$ cat src/rtl/avl_bus_rr_arb.sv
// avl_bus_rr_arb: N-master to 1-slave Avalon-MM arbiter with round-robin grant and in-order read-ID tracking.
// Define AVL_BUS_RR_ARB_FIXED_PRIO_EN to replace round-robin with fixed lowest-index-wins priority.
module avl_bus_rr_arb #(
  parameter  int MASTER_NUM        = 2,
  parameter  int OUTSTANDING_DEPTH = 4,
  localparam int ID_W              = (MASTER_NUM > 1) ? $clog2(MASTER_NUM) : 1,
  localparam int PTR_W             = $clog2(OUTSTANDING_DEPTH),
  localparam int CNT_W             = $clog2(OUTSTANDING_DEPTH) + 1
) (
  input  logic                     clk,
  input  logic                     rest,
  input  logic [MASTER_NUM*32-1:0] m_address,
  input  logic [MASTER_NUM*4-1:0]  m_byte_en,
  input  logic [MASTER_NUM-1:0]    m_read,
  input  logic [MASTER_NUM-1:0]    m_write,
  input  logic [MASTER_NUM*32-1:0] m_write_data,
  output logic [MASTER_NUM-1:0]    m_wait_request,
  output logic [31:0]              m_read_data,
  output logic [MASTER_NUM-1:0]    m_read_data_valid,
  output logic [31:0]              s_address,
  output logic [3:0]               s_byte_en,
  output logic                     s_read,
  output logic                     s_write,
  output logic [31:0]              s_write_data,
  input  logic                     s_wait_request,
  input  logic [31:0]              s_read_data,
  input  logic                     s_read_data_valid,
  output logic [CNT_W-1:0]         outstanding,
  output logic                     err_unexp_rsp
);

  logic                  r_locked;
  logic [ID_W-1:0]       r_gnt_id;
  logic [ID_W-1:0]       r_last_id;
  logic [ID_W-1:0]       r_fifo [OUTSTANDING_DEPTH];
  logic [PTR_W-1:0]      r_wr_ptr;
  logic [PTR_W-1:0]      r_rd_ptr;
  logic [CNT_W-1:0]      r_count;
  logic                  r_err;

  logic [MASTER_NUM-1:0] w_req;
  logic                  w_gnt_vld;
  logic [ID_W-1:0]       w_gnt_id;
  logic [ID_W-1:0]       w_idx;
  logic                  w_is_read;
  logic                  w_full;
  logic                  w_empty;
  logic                  w_rd_block;
  logic                  w_accept;
  logic                  w_push;
  logic                  w_pop;

  assign w_req   = m_read | m_write;
  assign w_full  = (r_count == CNT_W'(OUTSTANDING_DEPTH));
  assign w_empty = (r_count == '0);

  // Iterate from lowest to highest priority so the last hit is the winner.
  always_comb begin
    w_gnt_vld = 1'b0;
    w_gnt_id  = r_gnt_id;
    w_idx     = '0;
    if (r_locked) begin
      w_gnt_vld = w_req[r_gnt_id];
    end else begin
`ifdef AVL_BUS_RR_ARB_FIXED_PRIO_EN
      for (int i = MASTER_NUM - 1; i >= 0; i--) begin
        w_idx = ID_W'(i);
        if (w_req[w_idx]) begin
          w_gnt_vld = 1'b1;
          w_gnt_id  = w_idx;
        end
      end
`else
      for (int k = MASTER_NUM; k >= 1; k--) begin
        w_idx = ID_W'((int'(r_last_id) + k) % MASTER_NUM);
        if (w_req[w_idx]) begin
          w_gnt_vld = 1'b1;
          w_gnt_id  = w_idx;
        end
      end
`endif
    end
  end

  assign w_is_read  = m_read[w_gnt_id];
  assign w_rd_block = w_gnt_vld & w_is_read & w_full;

  // Reset also masks the command strobes so nothing is accepted while rest is low.
  assign s_read       = rest & w_gnt_vld & w_is_read & ~w_full;
  assign s_write      = rest & w_gnt_vld & ~w_is_read;
  assign s_address    = w_gnt_vld ? m_address[int'(w_gnt_id)*32 +: 32] : 32'h0;
  assign s_byte_en    = w_gnt_vld ? m_byte_en[int'(w_gnt_id)*4 +: 4] : 4'h0;
  assign s_write_data = w_gnt_vld ? m_write_data[int'(w_gnt_id)*32 +: 32] : 32'h0;

  assign w_accept = (s_read | s_write) & ~s_wait_request;
  assign w_push   = w_accept & s_read;
  assign w_pop    = s_read_data_valid & ~w_empty;

  always_comb begin
    m_wait_request = '1;
    if (rest & w_gnt_vld & ~s_wait_request & ~w_rd_block)
      m_wait_request[w_gnt_id] = 1'b0;
  end

  always_comb begin
    m_read_data_valid = '0;
    if (w_pop)
      m_read_data_valid[r_fifo[r_rd_ptr]] = 1'b1;
  end

  assign m_read_data   = s_read_data;
  assign outstanding   = r_count;
  assign err_unexp_rsp = r_err;

  always_ff @(posedge clk or negedge rest) begin
    if (!rest) begin
      r_locked  <= 1'b0;
      r_gnt_id  <= '0;
      r_last_id <= ID_W'(MASTER_NUM - 1);
    end else if (w_accept) begin
      r_locked  <= 1'b0;
      r_last_id <= w_gnt_id;
    end else if (w_gnt_vld) begin
      r_locked  <= 1'b1;
      r_gnt_id  <= w_gnt_id;
    end else begin
      r_locked  <= 1'b0;
    end
  end

  always_ff @(posedge clk or negedge rest) begin
    if (!rest) begin
      for (int i = 0; i < OUTSTANDING_DEPTH; i++) r_fifo[i] <= '0;
      r_wr_ptr <= '0;
      r_rd_ptr <= '0;
      r_count  <= '0;
      r_err    <= 1'b0;
    end else begin
      if (w_push) begin
        r_fifo[r_wr_ptr] <= w_gnt_id;
        r_wr_ptr         <= r_wr_ptr + 1'b1;
      end
      if (w_pop)
        r_rd_ptr <= r_rd_ptr + 1'b1;
      if (w_push & ~w_pop)
        r_count <= r_count + 1'b1;
      else if (w_pop & ~w_push)
        r_count <= r_count - 1'b1;
      if (s_read_data_valid & w_empty)
        r_err <= 1'b1;
    end
  end

endmodule
$ cat config.mk
export PLATFORM = sky130hd
export DESIGN_NAME = avl_bus_rr_arb
export DESIGN_NICKNAME = d
export VERILOG_FILES = /design/src/rtl/avl_bus_rr_arb.sv
export SDC_FILE = /design/constraint.sdc
export NUM_CORES = 1
export LEC_CHECK = 0
export ABC_AREA = 0
export BUFFER_PORTS_ARGS = -buffer_cell sky130_fd_sc_hd__buf_2
export CAP_MARGIN = 20
export CORE_AREA = 4 4 108 110
export DETAILED_ROUTE_END_ITERATION = 8
export DIE_AREA = 0 0 112 114
export GPL_TIMING_DRIVEN = 0
export PLACE_DENSITY = 0.53
export SETUP_SLACK_MARGIN = 0.2
export SLEW_MARGIN = 15
export SYNTH_ARGS = -nofsm -noshare
export SYNTH_HDL_FRONTEND = slang
export SYNTH_SLANG_ARGS = --single-unit
$ cat constraint.sdc
create_clock -name clk -period 3.86 [get_ports clk]
set_input_delay 0.386 -clock clk [delete_from_list [all_inputs] [get_ports clk]]
set_output_delay 0.386 -clock clk [all_outputs]
set_load 0.1 [all_outputs]
# Yosys cells after proc, flatten, opt, wreduce, memory -nomap -nowiden
# Index checks and enable logic that the tools add are counted.
[classes]
add_sub_neg = 6
mul = 0
div_mod_pow = 0
magnitude_cmp = 10
n_eq_ne = 1
n_shift = 3
mux = 33
n_bitwise = 27
reduce_logical = 6
[ops]
columns = ["cell", "n"]
rows = [
  ["$shiftx A64 B7 Y32", 2],
  ["$mux W32", 2],
  ["$mux W1", 21],
  ["$and A1 B1 Y1", 14],
  ["$lt A1 B2 Y1 const B", 5],
  ["$not A1 Y1", 8],
  ["$shiftx A8 B4 Y4", 1],
  ["$ge A3 B3 Y1 const B", 2],
  ["$mux W3", 2],
  ["$not A2 Y3", 2],
  ["$add A2 B1 Y2 const B", 2],
  ["$bwmux W4", 1],
  ["$mux W2", 2],
  ["$mux W4", 1],
  ["$add A3 B1 Y3 const B", 1],
  ["$eq A3 B3 Y1 const B", 1],
  ["$logic_and A1 B1 Y1", 3],
  ["$logic_not A3 Y1", 1],
  ["$lt A3 B1 Y1 const B", 1],
  ["$sub A3 B1 Y3 const B", 1],
  ["$add A1 B1 Y1 const B", 2],
  ["$bmux W1 S2", 1],
  ["$demux W1 S1", 2],
  ["$demux W1 S2", 1],
  ["other kinds (6)", 7],
]
[totals]
ff_bits = 15
latch_bits = 0
ramBits = 0
mem_bits_ro = 0
word_cells = 97
mem_count = 0

# Longest topological paths before layout
[logic_depth]
depth_word = 17
ltp_mapped = 11

# Least setup slack after synthesis
# Ideal clock, no wire load.
[synth_path]
path_kind = "register to output"
from = "register r_count[0], in the netlist outstanding[0]"
to = "output port s_read"
t_arrival_ns = 3.344
t_required_ns = 3.474
setup_slack_ns = 0.130
stages_incl_launch_ff = 3
path_buffers = 0
cell_sequence = "dfrtp_1 nor3b_2 nor3_1"
[synth_between]
elab_chain_cells = 3
[synth_rtl]
columns = ["element", "line", "rtl"]
rows = [
  ["start: declaration", "38", "logic [CNT_W-1:0] r_count;"],
  ["start signal: assignment", "146", "r_count <= r_count + 1'b1;"],
  ["start signal: assignment", "148", "r_count <= r_count - 1'b1;"],
  ["$eq A3 B3 Y1", "54", "assign w_full = (r_count == CNT_W'(OUTSTANDING_DEPTH));"],
  ["$not A1 Y1", "89", "assign s_read = rest & w_gnt_vld & w_is_read & ~w_full;"],
  ["$and A1 B1 Y1", "89", ""],
  ["end: declaration", "22", "output logic s_read,"],
]
# Every way passes these cells.

# Worst setup path in the final report
[layout_path]
from = "register r_gnt_id"
to = "output port s_address[0]"
[layout_between]
elab_chain_cells = 5
word_cells_on_any_way = 8
classes_between = "shift: 1; mux: 7"
[layout_rtl]
columns = ["element", "line", "rtl"]
rows = [
  ["start: declaration", "33", "logic [ID_W-1:0] r_gnt_id;"],
  ["start signal: assignment", "125", "r_gnt_id <= w_gnt_id;"],
  ["$mux W1 (2 in series)", "76", "if (w_req[w_idx]) begin"],
  ["$mux W1", "62", "if (r_locked) begin"],
  ["$shiftx A64 B7 Y32", "91", "assign s_address = w_gnt_vld ? m_address[int'(w_gnt_id)*32 +: 32] : 32'h0;"],
  ["$mux W32 *", "91", ""],
  ["end: declaration", "20", "output logic [31:0] s_address,"],
]
# Mark *: on every way between the ends. The rest lies on a longest branch, timed or not. The select of a mux whose other input is x is not followed.

==> results.toml <==
[clock_tree]
cts_num_sinks = 15
cts_max_level = 1
post_cts_resized = 0
cts.reportedPaths.clkPinSlew_ns = 0.06
tritoncts = "built"
clk_root_buffer_cell = "clkbuf_8"
post_cts.repair.setup_buffers = 0
cts_inserted_buffers = 3
max-clock-path-buffers = 2
clk-insertion-delay-late_ns = 0.25
cts_hold_buf = 0

[place]
place.port_buffers = 252
detailedPlace.worstSlack_ns = 0.6631
place.detailed.hpwl_um = 9714
gp_routability_congestion = 0.8844

[global_route]
vias_in_the_first_global_route = 3151
antenna_found_initial = 0
gr-total-overflow = 0
maximum_number_of_pins_on_one_net_before_global_route_repair = 22
global_route.usage.total_pct = 15.61
grt_first_pass_wirelength_um = 16300

[yosys]
synth_fp_nets = 524
combined_area_of_all_synthesized_cells_mm2 = 0.002097
synthFlopType = "dfrtp_1"
yosysUniqueCellTypes = 35
async_flop_share_pct = 100.0
synthMuxAreaShare_pct = 4.236
netlist_top_cells_area = "nand2_1, dfrtp_1, a21oi_1"
ys_seq_elements = 15
register_area_share_after_synthesis_pct = 17.96
synth-adder-area-share_pct = 3.938
xor_xnor_portion_of_the_synthesized_cell_area_pct = 2.506
synth_top_family_by_area = "simple AND/OR/NAND/NOR gates"
synthDominantCellAreaShare_pct = 25.06
synth_compound_area_share_pct = 21.72
synthSimpleGateAreaFrac_pct = 32.64
post_synth_edffs = 0
yosys_warnings = 0
synth.avg_cell_area_um2 = 6.132
syn_inst = 342
synth_area_leader_cell = "nand2_1"

[sta]
timing.setup.tns_ns = 0
finalCritPeriodShare_pct = 85.94
hold_viol_final = 0
worst_clk_skew_ns = 0.001002
setup_repair_after_global_routing_missed_its_margin = "false"
max_freq_ghz = 0.3014
worst_pin_slew_ns = 0.7593
layout_min_cycle_time_ns = 3.317
final_setup_violation_count = 0
slew_limit_fails = 0
max-slew-margin-rel_pct = 49.16
postLayoutSetupSlackWorst_ns = 0.5427

[floorplan]
die_w_um = 112
std_cell_rows = 38
fp.dieArea_mm2 = 0.01277
die_h_um = 114
io_pins = 286
placeableCoreArea_mm2 = 0.01070
initial_utilization_pct = 19.60

[detailed_routing]
vias = 3209
ant_nets = 0
dr_pass1_iterations = 4
viasPerCell = 4.348
drcViolationCount = 0
detail_route.wl_per_cell_um = 15.19
routed_wl_um = 11210
drt_first_iter_violations = 195

[finish]
flow.area_growth_from_synthesis_pct = 70.88
post_route_cells_drive_above_1_share_pct = 50.17
n_antenna_cell = 0
nNetsFinal = 781

[run]
max_capacitance_violation_count = 0

[critical_path]
critical_path_class = "reg2out"
worstPathArrival_ns = 2.93
cp-end-kind = "output port"
ff2ff_setup_slack_ns = 0.87
worst-path-max-fanout = 10
worst-endpoint-required_ns = 3.47
timing.critical_path.from_type = "register"

[hold_path]
worst_min_delay_path_class = "in2async"

[outcome]
outcome = "finished clean"
cell type report:
class / instances / area, um^2
Sequential cell: 15 / 376.6
Tap cell: 140 / 175.2
Multi-Input combinational cell: 266 / 1369
Inverter: 5 / 18.77
Buffer: 56 / 337.8
Clock buffer: 4 / 45.04
Fill cell: 1212 / 7114
Timing Repair Buffer: 252 / 1261
flip-flops by register name (all words and copies together), names as in the netlist:
signal / count
r_wr_ptr: 2
err_unexp_rsp: 1
r_gnt_id: 1
outstanding: 3
r_locked: 1
r_last_id: 1
r_rd_ptr: 2
r_fifo: 4
Yosys cell counts, drive strengths merged, types with 2 or more instances:
cell type and count:
nand2 140, a21oi 68, buf 34, clkbuf 22, dfrtp 14, nor2 6, a41oi 5, ha 5
inv 5, mux2 5, nor3b 5, a31oi 4, nand3 4, nor3 3, xnor2 3, xor2 3
nor2b 2
routing by layer:
layer  up-vias  track usage, %  wire length, um
met4         0           2.163              123
met2       171           28.58             5625
met5         -               0                0
met3         6           2.971              942
li1       1608               -                -
met1      1424           19.52             4519
worst max-delay path, cell delays in order (launching register included):
cell	delay (ns)
dfrtp_1	0.43
nor3_1	0.31
o221a_2	0.26
clkbuf_1	0.46
clkbuf_1	0.45
nand2_1	0.10
a21oi_1	0.19
buf_2	0.47
cell families after synthesis:
kind of cell	count (synthesis)
adder cells (fa/ha/maj)	6
AND/OR/NAND/NOR	165
XOR/XNOR	6
buffers and inverters	61
multiplexers	7
flip-flops	15
AO/OA/AOI/OAI	82
placed cells by master, fill, tap and decap left out, drive strengths merged, types with 2 or more instances in the layout:
cell	count
nor2b	2
a31oi	4
nor3b	5
inv	5
a41oi	5
a21oi	68
xnor2	3
ha	5
xor2	3
dfrtp	14
nand2	140
nor3	3
nand3	4
clkbuf	26
nor2	6
buf	286
mux2	5
worst paths after layout:
check | from | to | cells past startpoint
setup / recovery | r_gnt_id | s_address[0] | 7
hold / removal | rest | r_fifo[0] | 1
setup reg to reg | r_locked | outstanding[2] | 11
hold reg to reg | err_unexp_rsp | err_unexp_rsp | 1
max in group asynchronous | rest | r_last_id | 1
min in group clk | s_read_data_valid | err_unexp_rsp | 2
stage by stage:
stage          instances  instance area, um^2  utilization [%]  hold slack (ns)
3_3_place_gp         734                 3538            33.08           0.3443
6_report             738                 3583            33.50          0.08327
4_1_cts              738                 3583            33.50          0.07868
2_1_floorplan        342                 2102                -          0.09041
5_1_grt              738                 3583            33.50           0.1043
3_5_place_dp         734                 3538            33.08           0.3534
Power is not shown: default switching activity piles up to over one toggle a cycle in this logic, so the estimate is an artifact.
